<file path="src/rtl/bp_be_pkg.sv">
// Shared back-end types for the stride prefetch issuer: FSM state encoding and
// the processor-config selector that sets the virtual address width.
package bp_be_pkg;

    typedef enum logic [1:0] {
        e_idle  = 2'd0,
        e_train = 2'd1,
        e_issue = 2'd2
    } bp_be_pf_state_e;

    typedef enum logic [0:0] {
        e_bp_default_cfg = 1'b0
    } bp_params_e;

    function automatic int bp_vaddr_width(bp_params_e cfg);
        case (cfg)
            e_bp_default_cfg: return 39;
            default:          return 39;
        endcase
    endfunction

endpackage

</file>
<file path="src/rtl/bsg_counter_clear_up.sv">
// Up counter with synchronous clear. When clear and up arrive together, the
// clear happens first and then the count is 1.
module bsg_counter_clear_up #(
    parameter int max_val_p  = 4,
    parameter int init_val_p = 0,
    localparam int ptr_width_lp = $clog2(max_val_p + 1)
) (
    input  logic                    clk_i,
    input  logic                    reset_i,
    input  logic                    clear_i,
    input  logic                    up_i,
    output logic [ptr_width_lp-1:0] count_o
);

    always_ff @(posedge clk_i) begin
        if (reset_i)
            count_o <= ptr_width_lp'(init_val_p);
        else if (clear_i)
            count_o <= ptr_width_lp'(up_i);
        else if (up_i)
            count_o <= count_o + 1'b1;
    end

endmodule

</file>
<file path="src/rtl/bp_be_stride_pf_issuer.sv">
// Stride prefetch issuer: trains on a start/confirm pair, then issues degree_p
// prefetches. Define BP_BE_PF_PAGE_CROSS_EN to let a stream leave its page.
module bp_be_stride_pf_issuer
    import bp_be_pkg::*;
#(
    parameter bp_params_e bp_params_p     = e_bp_default_cfg,
    parameter int         stride_width_p  = 8,
    parameter int         degree_p        = 4,
    parameter int         page_offset_width_p = 12,
    localparam int        vaddr_width_p   = bp_vaddr_width(bp_params_p)
) (
    input  logic                      clk_i,
    input  logic                      reset_i,
    input  logic                      stride_v_i,
    input  logic [stride_width_p-1:0] stride_i,
    input  logic [vaddr_width_p-1:0]  pc_i,
    input  logic [vaddr_width_p-1:0]  eff_addr_i,
    input  logic                      start_discovery_i,
    input  logic                      confirm_discovery_i,
    input  logic                      flush_i,
    output logic                      pf_v_o,
    output logic [vaddr_width_p-1:0]  pf_addr_o,
    input  logic                      pf_ready_and_i,
    output logic                      busy_o
);

    localparam int page_width_lp = vaddr_width_p - page_offset_width_p;
    localparam int cnt_width_lp  = $clog2(degree_p + 1);
    localparam logic [cnt_width_lp-1:0] last_cnt_lp = cnt_width_lp'(degree_p - 1);

    bp_be_pf_state_e state_r, state_n;

    logic [stride_width_p-1:0] stride_r;
    logic [vaddr_width_p-1:0]  pc_r, base_r, next_r;
    logic [page_width_lp-1:0]  page_r;
    logic                      pf_v_r;
    logic [cnt_width_lp-1:0]   cnt;

    logic load, go, adv, hs;
    logic [vaddr_width_p-1:0] stride_ext, confirm_addr, step_addr;
    logic cross_confirm, cross_step;

    assign stride_ext   = {{(vaddr_width_p-stride_width_p){stride_r[stride_width_p-1]}}, stride_r};
    assign confirm_addr = eff_addr_i + stride_ext;
    assign step_addr    = next_r + stride_ext;
    assign hs           = pf_v_r & pf_ready_and_i;

    // A page change is measured against the page of the confirming access.
`ifdef BP_BE_PF_PAGE_CROSS_EN
    assign cross_confirm = 1'b0;
    assign cross_step    = 1'b0;
`else
    assign cross_confirm = confirm_addr[vaddr_width_p-1:page_offset_width_p]
                        != eff_addr_i[vaddr_width_p-1:page_offset_width_p];
    assign cross_step    = step_addr[vaddr_width_p-1:page_offset_width_p] != page_r;
`endif

    always_ff @(posedge clk_i) begin
        if (reset_i)
            state_r <= e_idle;
        else
            state_r <= state_n;
    end

    always_comb begin
        state_n = state_r;
        load    = 1'b0;
        go      = 1'b0;
        adv     = 1'b0;
        case (state_r)
            e_idle: begin
                if (stride_v_i & start_discovery_i & (stride_i != '0)) begin
                    state_n = e_train;
                    load    = 1'b1;
                end
            end
            e_train: begin
                if (stride_v_i & start_discovery_i) begin
                    load = 1'b1;
                end else if (stride_v_i & confirm_discovery_i) begin
                    if ((stride_i == stride_r) & ~cross_confirm) begin
                        state_n = e_issue;
                        go      = 1'b1;
                    end else begin
                        state_n = e_idle;
                    end
                end
            end
            e_issue: begin
                if (hs) begin
                    if ((cnt == last_cnt_lp) | cross_step)
                        state_n = e_idle;
                    else
                        adv = 1'b1;
                end
            end
            default: state_n = e_idle;
        endcase
        if (flush_i) begin
            state_n = e_idle;
            load    = 1'b0;
            go      = 1'b0;
            adv     = 1'b0;
        end
    end

    always_comb begin
        busy_o    = (state_r != e_idle);
        pf_v_o    = pf_v_r;
        pf_addr_o = next_r;
    end

    always_ff @(posedge clk_i) begin
        if (reset_i) begin
            stride_r <= '0;
            pc_r     <= '0;
            base_r   <= '0;
            next_r   <= '0;
            page_r   <= '0;
            pf_v_r   <= 1'b0;
        end else begin
            if (load) begin
                stride_r <= stride_i;
                pc_r     <= pc_i;
                base_r   <= eff_addr_i;
            end
            if (go) begin
                next_r <= confirm_addr;
                page_r <= eff_addr_i[vaddr_width_p-1:page_offset_width_p];
            end else if (adv) begin
                next_r <= step_addr;
            end
            pf_v_r <= (state_n == e_issue);
        end
    end

    bsg_counter_clear_up #(
        .max_val_p (degree_p),
        .init_val_p(0)
    ) issued_cnt (
        .clk_i  (clk_i),
        .reset_i(reset_i),
        .clear_i(go | flush_i),
        .up_i   (hs & ~flush_i),
        .count_o(cnt)
    );

    // Trigger context kept for future table lookups; not consumed by issue logic yet.
    logic unused_ctx;
    assign unused_ctx = ^{pc_r, base_r};

endmodule

</file>
<file path="config.mk">
export PLATFORM = sky130hd
export DESIGN_NAME = bp_be_stride_pf_issuer
export DESIGN_NICKNAME = d
export VERILOG_FILES = /design/src/rtl/bp_be_pkg.sv /design/src/rtl/bsg_counter_clear_up.sv /design/src/rtl/bp_be_stride_pf_issuer.sv
export SDC_FILE = /design/constraint.sdc
export NUM_CORES = 1
export LEC_CHECK = 0
export ABC_AREA = 1
export BUFFER_PORTS_ARGS = -buffer_cell sky130_fd_sc_hd__buf_2
export CAP_MARGIN = 20
export CELL_PAD_IN_SITES_DETAIL_PLACEMENT = 1
export CELL_PAD_IN_SITES_GLOBAL_PLACEMENT = 1
export CORE_MARGIN = 3
export CORE_UTILIZATION = 30
export CTS_CLUSTER_DIAMETER = 40
export DETAILED_ROUTE_END_ITERATION = 16
export PLACE_DENSITY = 0.67
export SLEW_MARGIN = 10
export SYNTH_ARGS = -nofsm -noshare
export SYNTH_HDL_FRONTEND = slang
export SYNTH_HIERARCHICAL = 1
export SYNTH_SLANG_ARGS = --single-unit
export TNS_END_PERCENT = 100
</file>
<file path="constraint.sdc">
create_clock -name clk_i -period 4.9 [get_ports clk_i]
set_input_delay 0.98 -clock clk_i [delete_from_list [all_inputs] [get_ports clk_i]]
set_output_delay 0.98 -clock clk_i [all_outputs]
set_load 0.05 [all_outputs]
</file>
# --- Word level (Yosys, flattened, before mapping) ---
# Index checks and enable logic that the tools add are counted.
word_totals:
  ff_bits: 80
  elab_cells: 58
  out_inout_bits: 41
classes:
  n_addsub: 3
  mux: 25
  n_eq_ne: 7
  bitwise_logic: 10
  n_reduce_logical: 6
ops:
  columns: ["operator", "n"]
  rows:
  - ["$add 39x39->39", 2]
  - ["$mux 39", 2]
  - ["$ne 27x27->1", 2]
  - ["$mux 1", 14]
  - ["$mux 2", 7]
  - ["$eq 8x8->1", 1]
  - ["$reduce_bool 8->1", 1]
  - ["$and 1x1->1", 6]
  - ["$pmux 2 s3", 1]
  - ["$reduce_bool 2->1", 3]
  - ["$eq 2x2->1 const B", 2]
  - ["$add 3x1->3 const B", 1]
  - ["$eq 3x2->1 const B", 1]
  - ["$eq 2x1->1 const B", 1]
  - ["$logic_not 2->1", 1]
  - ["$not 1->1", 2]
  - ["$or 1x1->1", 2]
  - ["$pmux 1 s2", 1]
  - ["$reduce_or 2->1", 1]

# --- Logic depth before layout (Yosys ltp) ---
# Gate-level depths: netlist of run 1.
logic_depth:
  depth_word: 11
  mapped_depth: 26

# --- Modules after synthesis ---
# The synthesis of run 1 kept the hierarchy.
modules_own_cells:
  columns: ["mod", "seq_area_each_um2", "area_each_um2", "n_inst", "cells_each"]
  rows:
  - ["bp_be_stride_pf_issuer", 1541.5, 11345.9, 1, 2174]
  - ["bsg_counter_clear_up", 60.1, 135.1, 1, 19]

# --- Worst setup path after synthesis of run 1 ---
# Ideal clock, no wire load.
synth_path:
  path_kind: "reg-to-reg"
  startpoint: "reg stride_r[7]"
  endpoint: "reg issued_cnt.count_o[0]"
  setup_ns: 0.115
  arrival_ns: 3.893
  path_slack_ns: 0.892
  period_less_slack_ns: 4.008
  path_stages_with_launch: 21
  path_cell_list: "dfxtp_1 ha_1 nand2_1 inv_1 nand2_1 inv_1 a21oi_1 nand3_2 nand2_2 nand3_1 nand3_1 nand2_1 nor2_1 nand2_1 nor2_4 buf_1 nand2_1 nand2_1 inv_1 a21oi_1 nor2_1"
synth_between:
  elab_chain_cells: 11
  word_cells_on_any_way: 13
  classes_between: "1 x add/sub; 2 x eq/ne; 6 x mux; 3 x bitwise; 1 x reduce/logical"
synth_rtl:
  columns: ["item", "line", "text"]
  rows:
  - ["start, declared", "bp_be_stride_pf_issuer.sv:33", "logic [stride_width_p-1:0] stride_r;"]
  - ["start signal, assigned", "bp_be_stride_pf_issuer.sv:123", "stride_r <= stride_i;"]
  - ["$add 39x39->39", "bp_be_stride_pf_issuer.sv:44", "assign confirm_addr = eff_addr_i + stride_ext;"]
  - ["$ne 27x27->1", "bp_be_stride_pf_issuer.sv:54", "!= eff_addr_i[vaddr_width_p-1:page_offset_width_p];"]
  - ["$not 1->1", "bp_be_stride_pf_issuer.sv:81", "if ((stride_i == stride_r) & ~cross_confirm) begin"]
  - ["$and 1x1->1 (*)", "bp_be_stride_pf_issuer.sv:81", null]
  - ["$mux 1 (*)", "bp_be_stride_pf_issuer.sv:81", null]
  - ["$mux 1 (*)", "bp_be_stride_pf_issuer.sv:80", "end else if (stride_v_i & confirm_discovery_i) begin"]
  - ["$mux 1 (*)", "bp_be_stride_pf_issuer.sv:78", "if (stride_v_i & start_discovery_i) begin"]
  - ["$mux 1 (*)", "bp_be_stride_pf_issuer.sv:70", "case (state_r)"]
  - ["$mux 1 (*)", "bp_be_stride_pf_issuer.sv:99", "if (flush_i) begin"]
  - ["$or 1x1->1 (*)", "bp_be_stride_pf_issuer.sv:143", ".clear_i(go | flush_i),"]
  - ["$mux 1 / $reduce_bool 2->1 (equally long branches)", null, null]
  - ["end signal, assigned", "bsg_counter_clear_up.sv:17", "count_o <= ptr_width_lp'(init_val_p);"]
  - ["end signal, assigned", "bsg_counter_clear_up.sv:19", "count_o <= ptr_width_lp'(up_i);"]
  - ["end signal, assigned", "bsg_counter_clear_up.sv:21", "count_o <= count_o + 1'b1;"]
  - ["end, declared", "bsg_counter_clear_up.sv:12", "output logic [ptr_width_lp-1:0] count_o"]
# Every way passes the cells marked *; elsewhere a longest branch is shown, timed or not.
# A chain may end at the register's enable or synchronous reset.

# --- Worst setup path in the final report of run 1 ---
layout_path:
  startpoint: "in eff_addr_i[0]"
  endpoint: "reg next_r[13] (netlist: pf_addr_o[13])"
layout_between:
  elab_chain_cells: 10
  word_cells_on_any_way: 11
  classes_between: "1 x add/sub; 1 x eq/ne; 6 x mux; 2 x bitwise; 1 x reduce/logical"
layout_rtl:
  columns: ["item", "line", "text"]
  rows:
  - ["start, declared", "bp_be_stride_pf_issuer.sv:17", "input logic [vaddr_width_p-1:0] eff_addr_i,"]
  - ["$add 39x39->39 (*)", "bp_be_stride_pf_issuer.sv:44", null]
  - ["$ne 27x27->1", "bp_be_stride_pf_issuer.sv:54", null]
  - ["$not 1->1", "bp_be_stride_pf_issuer.sv:81", null]
  - ["$and 1x1->1", "bp_be_stride_pf_issuer.sv:81", null]
  - ["$mux 1", "bp_be_stride_pf_issuer.sv:81", null]
  - ["$mux 1", "bp_be_stride_pf_issuer.sv:80", null]
  - ["$mux 1", "bp_be_stride_pf_issuer.sv:78", null]
  - ["$mux 1", "bp_be_stride_pf_issuer.sv:70", null]
  - ["$mux 1", "bp_be_stride_pf_issuer.sv:99", null]
  - ["$mux 39 / $reduce_bool 2->1 (equally long branches)", null, null]
  - ["end signal, assigned", "bp_be_stride_pf_issuer.sv:128", "next_r <= confirm_addr;"]
  - ["end signal, assigned", "bp_be_stride_pf_issuer.sv:131", "next_r <= step_addr;"]
  - ["end, declared", "bp_be_stride_pf_issuer.sv:34", "logic [vaddr_width_p-1:0] pc_r, base_r, next_r;"]
# Marks and branches as above.

==> results.tsv, run 1 <==
metric	value	unit
slew_viol_final	0	
cp_slowest_cell	fa_1	
drive_above_1_share	7.378	%
portBuffers	94	
nets	2444	
maxCapViolations	0	
power_frac_comb	32.7	%
start_util	30.48	%
cp_common_cell	nand2_1	
worst_slack	710.2	ps
startpoint_type	input port	
skew	13.29	ps
endpoint_kind	flop	
synth_most_common_cell	nand2_1	
postCtsHoldBufs	0	
diodes	0	
hold_path_class	flop to flop	
numCtsBuffers	9	
rows	71	
grt_pass1_vias	13682	
p_switching	0.8152	mW
antenna_found_initial	0	
dp_hpwl	40340	µm
crit_family	simple AND/OR/NAND/NOR gates	
critPathRequiredTime	5170	ps
arrival	4460	ps
setup_tns	0	ps
r2r_setup_slack	750	ps
synth_top_area_share	26.35	%
cts.htree.levels	3	
routedWlPerCell	16.74	µm
syn_to_final_growth	11.94	%
clockPowerShare	35.7	%
cts_resized	0	
drt-total-wl	46660	µm
fp.dieArea	0.04065	mm²
synth_flop_cell	dfxtp_1	
ys_seq_area_share	13.95	%
grt_use_total	22.81	%
hold_viol_final	0	
path_buf_inv	2	
viasPerCell	4.858	
synthesis.area	0.01148	mm²
yosys_register_bits	80	
netlist_top_cells_area	nand2_1 26%, dfxtp_1 14%, inv_1 13%	
ioPinCount	134	
max_stage_delay	470	ps
yosys_warnings	6	
p_total	2.089	mW
ir_worst_vdd	0.1107	mV
fmax	0.2387	GHz
synth_fp_nets	2365	
drtAntennaViolNets	0	
async_flop_share	0	%
ys_top_cells_by_count	806 x nand2_1, 387 x inv_1, 245 x nor2_1	
final-setup-viol-count	0	
die_w	201.6	µm
worstSkewPairLatency	380	ps
worst_slew_pin_slew	757.3	ps
grt_max_degree	71	
drtPass1Iterations	5	
vias	13545	
die_h	201.6	µm
power_density	162.5	mW/mm²
cts.clk_slew.worst_paths	80	ps
avgSynthCellArea	5.235	µm²
relSlewSlack	49.51	%
filler_cell_count	5347	
netSwitchingFraction	39.02	%
grt_pass1_wl	74040	µm
synth_cell_types	38	
period_minus_slack	4190	ps
crit_chain	buf_2 -> ha_1 -> fa_1 -> nand3_1 -> nand3_1 -> nand2_1 -> nand2_1 -> nand2_1 -> nand2_1 -> nand2_1 -> nand2_1 -> nand2_1 -> nand2_1 -> nand2_1 -> nand2_1 -> nor2_1 -> nand3_1 -> nor2_1 -> nand4_4 -> buf_12 -> nand2_1 -> nand2_1 -> nor2_1 -> nor2_1	
fin_crit_sh	85.51	%
dp_slack	312.3	ps
cts_sinks	80	
drt_iter0_drc	675	
rsz0062_at_grt	no	
power.internal	1.274	mW
postCtsSetupRepairBufs	0	
synth_cells	2193	
drc_errors	0	
root_buffer	clkbuf_16	
status	finished clean	
pwr-share-seq	31.6	%
clockBufferDepth	2	
synth_largest_area_cell	nand2_1	
cts_tree	built	
core-area	0.03767	mm²
grt-ovfl-total	0	
synth-edff-count	0	
p_leak	7.692	nW
gp_congestion	0.9176	
cp_max_fo	70	
crit_type	input port to flop	
-- layout make-up --
cell class	instances	area [µm²]	share of cell area (%)
Sequential cell	80	1603	12.47
Inverter	399	1498	11.65
Clock buffer	9	225.2	1.752
Clock inverter	7	85.08	0.6620
Multi-Input combinational cell	1672	8162	63.50
Timing Repair Buffer	110	640.6	4.984
Tap cell	511	639.4	4.975
-- state kept, by name (all words and copies together) (netlist names) --
| register | cells |
|---|---|
| issued_cnt/count_o | 3 |
| pf_v_o | 1 |
| stride_r | 8 |
| pf_addr_o | 39 |
| state_r | 2 |
| page_r | 27 |
-- path summary, 6_finish.rpt --
path / from / end / depth (start not counted)
setup reg to reg: stride_r[7] / pf_addr_o[10] / 21
setup / recovery: eff_addr_i[0] / pf_addr_o[13] / 24
hold reg to reg: page_r[4] / page_r[4] / 2
hold / removal: page_r[4] / page_r[4] / 2
-- kinds of logic after synthesis --
logic type / after synthesis / share of synthesized area [%]
XOR/XNOR: 41 / 3.727
AND/OR/NAND/NOR: 1381 / 50.85
buffers and inverters: 441 / 15.06
adder cells (fa/ha/maj): 79 / 8.740
AO/OA/AOI/OAI: 171 / 7.672
flip-flops: 80 / 13.95
-- power by group through the flow --
stage | combinational, mW | sequential [mW] | clock [mW]
after floorplan | 0.448 | 0.678 | 0
after global placement | 0.659 | 0.676 | 0
after detailed placement | 0.677 | 0.675 | 0
after CTS | 0.680 | 0.660 | 0.755
after global routing | 0.769 | 0.661 | 0.783
final | 0.684 | 0.661 | 0.745
-- worst reg2reg max path: cells and delay by family (launching register included) --
family                   cells  cell delay, ps
AO/OA/AOI/OAI                2             650
adder cells (fa/ha/maj)      1             400
buffers and inverters        4             930
flip-flops                   1             350
AND/OR/NAND/NOR             14            1720
-- stage by stage --
step	util, %	std cells	hold WS (ps)	instance area [µm²]
after floorplan	-	2193	425.0	11480
after global placement	33.30	2772	452.5	12540
after detailed placement	33.30	2772	457.8	12540
after CTS	34.12	2788	468.1	12850
after global routing	34.12	2788	495.1	12850
final	34.12	2788	461.7	12850
-- cell usage in the layout, fill, tap and decap left out, types with 22 or more instances in the layout --
master   synthesis  layout
o21ai_0         32      32
nand4_1         58      58
inv_1          387     386
a21oi_1        103     103
o21ai_1         26      26
buf_2           17      94
nand3_1        199     199
nor2_1         245     244
dfxtp_1         80      79
ha_1            77      77
xnor2_1         23      23
nand2_1        806     806
nor3_1          22      22
-- layer usage --
layer | vias to the layer above | GRT usage (%) | part of all wire, %
met1 | 6397 | 31.57 | 51
met2 | 128 | 39.65 | 46
met5 | - | 0 | 0
met4 | 0 | 4.261 | 1.3
met3 | 25 | 1.213 | 1.7
li1 | 6995 | - | -
(Power assumes the default switching activity.)
==> run 2: changes to the inputs <==
--- a/config.mk
+++ b/config.mk
@@ -12,9 +12,9 @@
 export CELL_PAD_IN_SITES_GLOBAL_PLACEMENT = 1
 export CORE_MARGIN = 3
 export CORE_UTILIZATION = 30
-export CTS_CLUSTER_DIAMETER = 40
+export CTS_CLUSTER_DIAMETER = 60
 export DETAILED_ROUTE_END_ITERATION = 16
-export PLACE_DENSITY = 0.67
+export PLACE_DENSITY_LB_ADDON = 0.2
 export SLEW_MARGIN = 10
 export SYNTH_ARGS = -nofsm -noshare
 export SYNTH_HDL_FRONTEND = slang
==> run 2 against run 1 <==
Effect of this change:
- non-clock buffer count down 2
- sequential power is 0.6% higher
- routed wire length is essentially flat
- first-iteration DRC count is 1.0% lower
- power is 1.1% lower
- critical path depth shrank 2
- maximum frequency decreased by 6.4%
- die area did not move
- clock power fell by 2%
- worst setup slack lost 280 ps
- register-to-register slack worse by 320 ps
==> results.tsv, run 2 (same netlist as run 1, synthesis figures left out) <==
metric	value	unit
ir_worst_vdd	0.1079	mV
die_h	201.6	µm
antenna_found_initial	0	
cts_tree	built	
start_util	30.48	%
diodes	0	
grt_use_total	22.68	%
grt_pass1_vias	13612	
filler_cell_count	5410	
regArea	0.001603	mm²
status	finished clean	
cp_slowest_cell	dfxtp_2	
clockPowerShare	35.2	%
cp_common_cell	nand2_1	
vias	13365	
viasPerCell	4.797	
drtAntennaViolNets	0	
portBuffers	94	
numCtsBuffers	9	
ioPinCount	134	
core-area	0.03767	mm²
worst_slew_pin_slew	906.5	ps
max_stage_delay	790	ps
slew_viol_final	0	
crit_type	flop to flop	
skew	14.70	ps
arrival	4720	ps
grt_max_degree	82	
cts.htree.levels	3	
cts_sinks	80	
drt_iter0_drc	668	
clockBufferDepth	2	
p_leak	7.681	nW
maxCapViolations	0	
netSwitchingFraction	38.53	%
power_frac_comb	32.6	%
multi_input_area	0.008162	mm²
postCtsSetupRepairBufs	0	
power.internal	1.271	mW
stdcell_area	0.01283	mm²
grtUsageMet2	39.12	%
final-setup-viol-count	0	
rsz0062_at_grt	no	
r2r_setup_slack	430	ps
postCtsHoldBufs	0	
largest_reg_flops	39	
hold_viol_final	0	
grt_pass1_wl	73120	µm
drive_above_1_share	7.253	%
startpoint_type	flop	
pwr-share-seq	32.2	%
hold_path_class	flop to flop	
gp_congestion	0.8977	
fin_crit_sh	91.32	%
cts_resized	0	
setup_tns	0	ps
nets	2442	
period_minus_slack	4474	ps
relSlewSlack	39.57	%
use_met3	1.213	%
rows	71	
grt.busiest_layer	met2	
crit_chain	buf_12 -> ha_1 -> nand2_1 -> nor2_1 -> nand2_1 -> nor2_1 -> nand2_1 -> nand3_2 -> nand2_1 -> nand2_1 -> nand2_1 -> nand2_1 -> nand3_1 -> nor2_1 -> nand3_1 -> nor2_1 -> nand4_4 -> buf_12 -> nand2_1 -> nand2_1 -> nor2_1 -> nor2_1	
cp_max_fo	81	
final_common_cell	nand2_1	
syn_to_final_growth	11.76	%
dp_hpwl	40630	µm
final_cell_mix	806 x nand2_1, 386 x inv_1, 244 x nor2_1	
critPathRequiredTime	5150	ps
p_switching	0.7963	mW
fmax	0.2235	GHz
drc_errors	0	
drtPass1Iterations	4	
die_w	201.6	µm
grt-ovfl-total	0	
routedWlPerCell	16.76	µm
fp.dieArea	0.04065	mm²
cts.clk_slew.worst_paths	70	ps
worstSkewPairLatency	370	ps
placed_cell_area	0.01253	mm²
power_density	161.1	mW/mm²
drt-total-wl	46700	µm
endpoint_kind	flop	
grt_util_met1	31.13	%
root_buffer	clkbuf_16	
run 2: final cells by class:
type,count,share of cell area (%)
multi-input cells,1672,63.61
clock buffers,10,1.784
repair buffers,108,4.876
clock inverters,6,0.5851
well taps,511,4.983
flip-flops and latches,80,12.49
inverters,399,11.67
run 2: power groups by stage:
stage | Sequential, mW | Combinational [mW] | Clock [mW]
after floorplan | 0.678 | 0.448 | 0
after global routing | 0.666 | 0.763 | 0.770
after CTS | 0.664 | 0.676 | 0.748
after global placement | 0.680 | 0.657 | 0
final | 0.665 | 0.674 | 0.728
after detailed placement | 0.680 | 0.673 | 0
run 2: through the flow:
| step | utilization, % | total power [mW] | instances | hold slack, ps | setup slack [ps] |
|---|---|---|---|---|---|
| after floorplan | - | 1.126 | 2193 | 425.0 | 891.9 |
| after detailed placement | 33.26 | 1.353 | 2770 | 459.5 | 229.2 |
| final | 34.07 | 2.067 | 2786 | 468.5 | 425.5 |
| after global routing | 34.07 | 2.198 | 2786 | 492.8 | 44.37 |
| after global placement | 33.26 | 1.337 | 2770 | 454.5 | 294.7 |
| after CTS | 34.07 | 2.089 | 2786 | 470.9 | 349.7 |
run 2: worst max-delay path: cells and delay by family (launching register included):
kind	cells	cell delay (ps)
DFF	1	790
buffers and inverters	2	560
and+or+nand+nor	19	2630
adders and majority gates	1	300
run 2: routing by layer:
layer  share of wire, %  vias to the layer above
li1                   -                     6984
met1                 50                     6207
met2                 46                      131
met4                2.1                        0
met3                1.8                       43
met5                  0                        -
run 2: worst paths after layout:
| path | startpoint | to | depth (start not counted) |
|---|---|---|---|
| min reg2reg | page_r[26] | page_r[26] | 2 |
| max reg2reg | stride_r[7] | pf_addr_o[13] | 22 |
| max | stride_r[7] | pf_addr_o[13] | 22 |
| min | page_r[26] | page_r[26] | 2 |
==> run 3: changes to the inputs <==
--- a/config.mk
+++ b/config.mk
@@ -10,7 +10,7 @@
 export CAP_MARGIN = 20
 export CELL_PAD_IN_SITES_DETAIL_PLACEMENT = 1
 export CELL_PAD_IN_SITES_GLOBAL_PLACEMENT = 1
-export CORE_MARGIN = 3
+export CORE_MARGIN = 10
 export CORE_UTILIZATION = 30
 export CTS_CLUSTER_DIAMETER = 60
 export DETAILED_ROUTE_END_ITERATION = 16
==> constraint.sdc (replaced) <==
create_clock -name clk_i -period 3.9 [get_ports clk_i]
set_input_delay 0.78 -clock clk_i [delete_from_list [all_inputs] [get_ports clk_i]]
set_output_delay 0.78 -clock clk_i [all_outputs]
set_load 0.05 [all_outputs]
==> run 3 against run 2 <==
Effect of this change:
- worst hold slack worse by 3.4 ps
- final cell count is 13% higher
- maximum frequency is 17% higher
- register-to-register slack worse by 350 ps
- count of clock-buffer cells in the layout is 1 higher
- critical path depth is 1 higher
- critical path type unchanged
- largest cell class unchanged
- highest routed layer unchanged
==> results.tsv, run 3 (same netlist as run 1, synthesis figures left out) <==
metric	value	unit
status	finished clean	
relSlewSlack	44.40	%
gp_congestion	0.9245	
root_buffer	clkbuf_16	
routedWlPerCell	17.20	µm
critPathRequiredTime	4150	ps
whs	465.0	ps
dp_hpwl	45020	µm
crit_family	simple AND/OR/NAND/NOR gates	
cp_slowest_cell	dfxtp_4	
instances_no_fill	3156	
power_density	177.6	mW/mm²
setup_tns	0	ps
crit_type	flop to flop	
slew_viol_final	0	
startpoint_type	flop	
hold_path_class	flop to flop	
cts.clk_slew.worst_paths	70	ps
grt_use_total	21.53	%
fin_crit_sh	98.15	%
drt-total-wl	54270	µm
worstSkewPairLatency	370	ps
cts_tree	built	
drc_errors	0	
numCtsBuffers	9	
path_buf_inv	6	
max_stage_delay	390	ps
portBuffers	94	
cp_max_fo	18	
syn_to_final_growth	47.61	%
core-area	0.03776	mm²
cp_common_cell	nand2_1	
grt_pass1_wl	80580	µm
period_minus_slack	3828	ps
die_w	215.6	µm
final_common_cell	nand2_1	
arrival	4080	ps
nets	2812	
die_h	215.6	µm
ioPinCount	134	
start_util	30.41	%
largest_reg_flops	39	
drtPass1Iterations	5	
final-setup-viol-count	0	
clockBufferDepth	2	
skew	12.20	ps
grt_max_degree	47	
p_total	3.009	mW
worst_slew_pin_slew	834.1	ps
drtAntennaViolNets	0	
dp_cells	3123	
filler_cell_count	5238	
final_cell_mix	741 x nand2_1, 383 x inv_1, 361 x buf_4	
fmax	0.2612	GHz
cts.htree.levels	3	
regArea	0.001605	mm²
endpoint_kind	flop	
r2r_setup_slack	70	ps
hold_viol_final	0	
p_leak	9.653	nW
cts_sinks	80	
vias	15184	
ir_worst_vdd	0.1494	mV
maxCapViolations	0	
rows	71	
diodes	0	
multi_input_area	0.009310	mm²
grt_pass1_vias	15540	
crit_chain	buf_12 -> clkbuf_16 -> ha_1 -> a21oi_1 -> inv_1 -> nor2_1 -> nand2_1 -> a21oi_4 -> nand2_2 -> nand2_1 -> nand3_1 -> nand2_1 -> nand2_1 -> nand2_1 -> nand3_1 -> nor2_1 -> buf_4 -> nand4_1 -> buf_6 -> nand2_4 -> inv_8 -> nor2_1 -> nor2_1	
drt_iter0_drc	594	
fp.dieArea	0.04649	mm²
viasPerCell	4.811	
grt-ovfl-total	0	
antenna_found_initial	0	
drive_above_1_share	29.34	%
rsz0062_at_grt	yes	
[run 3: changes by cell type in the layout (fill, tap and decap cells not counted), sizes merged]
cell,change
bufinv,-1
clkbuf,+8
clkinv,+2
buf,+363
clkinvlp,-1
inv,-1
[run 3: routing by layer]
layer	part of all wire (%)	global-route usage [%]
met1	46	27.33
met2	49	37.97
met4	2.6	6.243
met3	2.1	1.692
met5	0	0
[run 3: where the power goes]
| part | switching, mW | internal, mW |
|---|---|---|
| clock network | 0.419 | 0.456 |
| registers | 0.00709 | 0.820 |
| logic | 0.723 | 0.584 |
[run 3: worst min-delay path: stages (launching register included)]
cell     delay (ps)
dfxtp_1         320
inv_1            50
a21oi_1          50
[run 3: final cells by class]
type / instances / area share [%]
Multi-Input combinational cell: 1672 / 54.94
Timing Repair Buffer: 478 / 21.27
Sequential cell: 80 / 9.472
Inverter: 399 / 8.881
Tap cell: 511 / 3.773
Clock buffer: 11 / 1.432
Clock inverter: 5 / 0.2362
[run 3: metrics by stage]
stage / instance area (µm²) / utilization [%] / setup slack [ps]
finish: 16950 / 44.89 / 72.16
global route: 16950 / 44.89 / -224.1
CTS: 15480 / 41.01 / 27.76
detailed placement: 15160 / 40.17 / -363.2
global placement: 15160 / 40.17 / -304.6
floorplan: 11480 / - / 480.9
[run 3: what timing repair did]
item	CTS	global route
gates resized for setup	11	291
buffers inserted	0	9
pin swaps	0	28
gates cloned	0	8
setup endpoints to repair	51	66
hold buffers	0	0
[run 3: final timing paths]
check | startpoint | end | cells after the start
hold / removal | page_r[4] | page_r[4] | 2
setup / recovery | stride_r[7] | pf_addr_o[21] | 23
hold reg to reg | page_r[4] | page_r[4] | 2
setup reg to reg | stride_r[7] | pf_addr_o[21] | 23
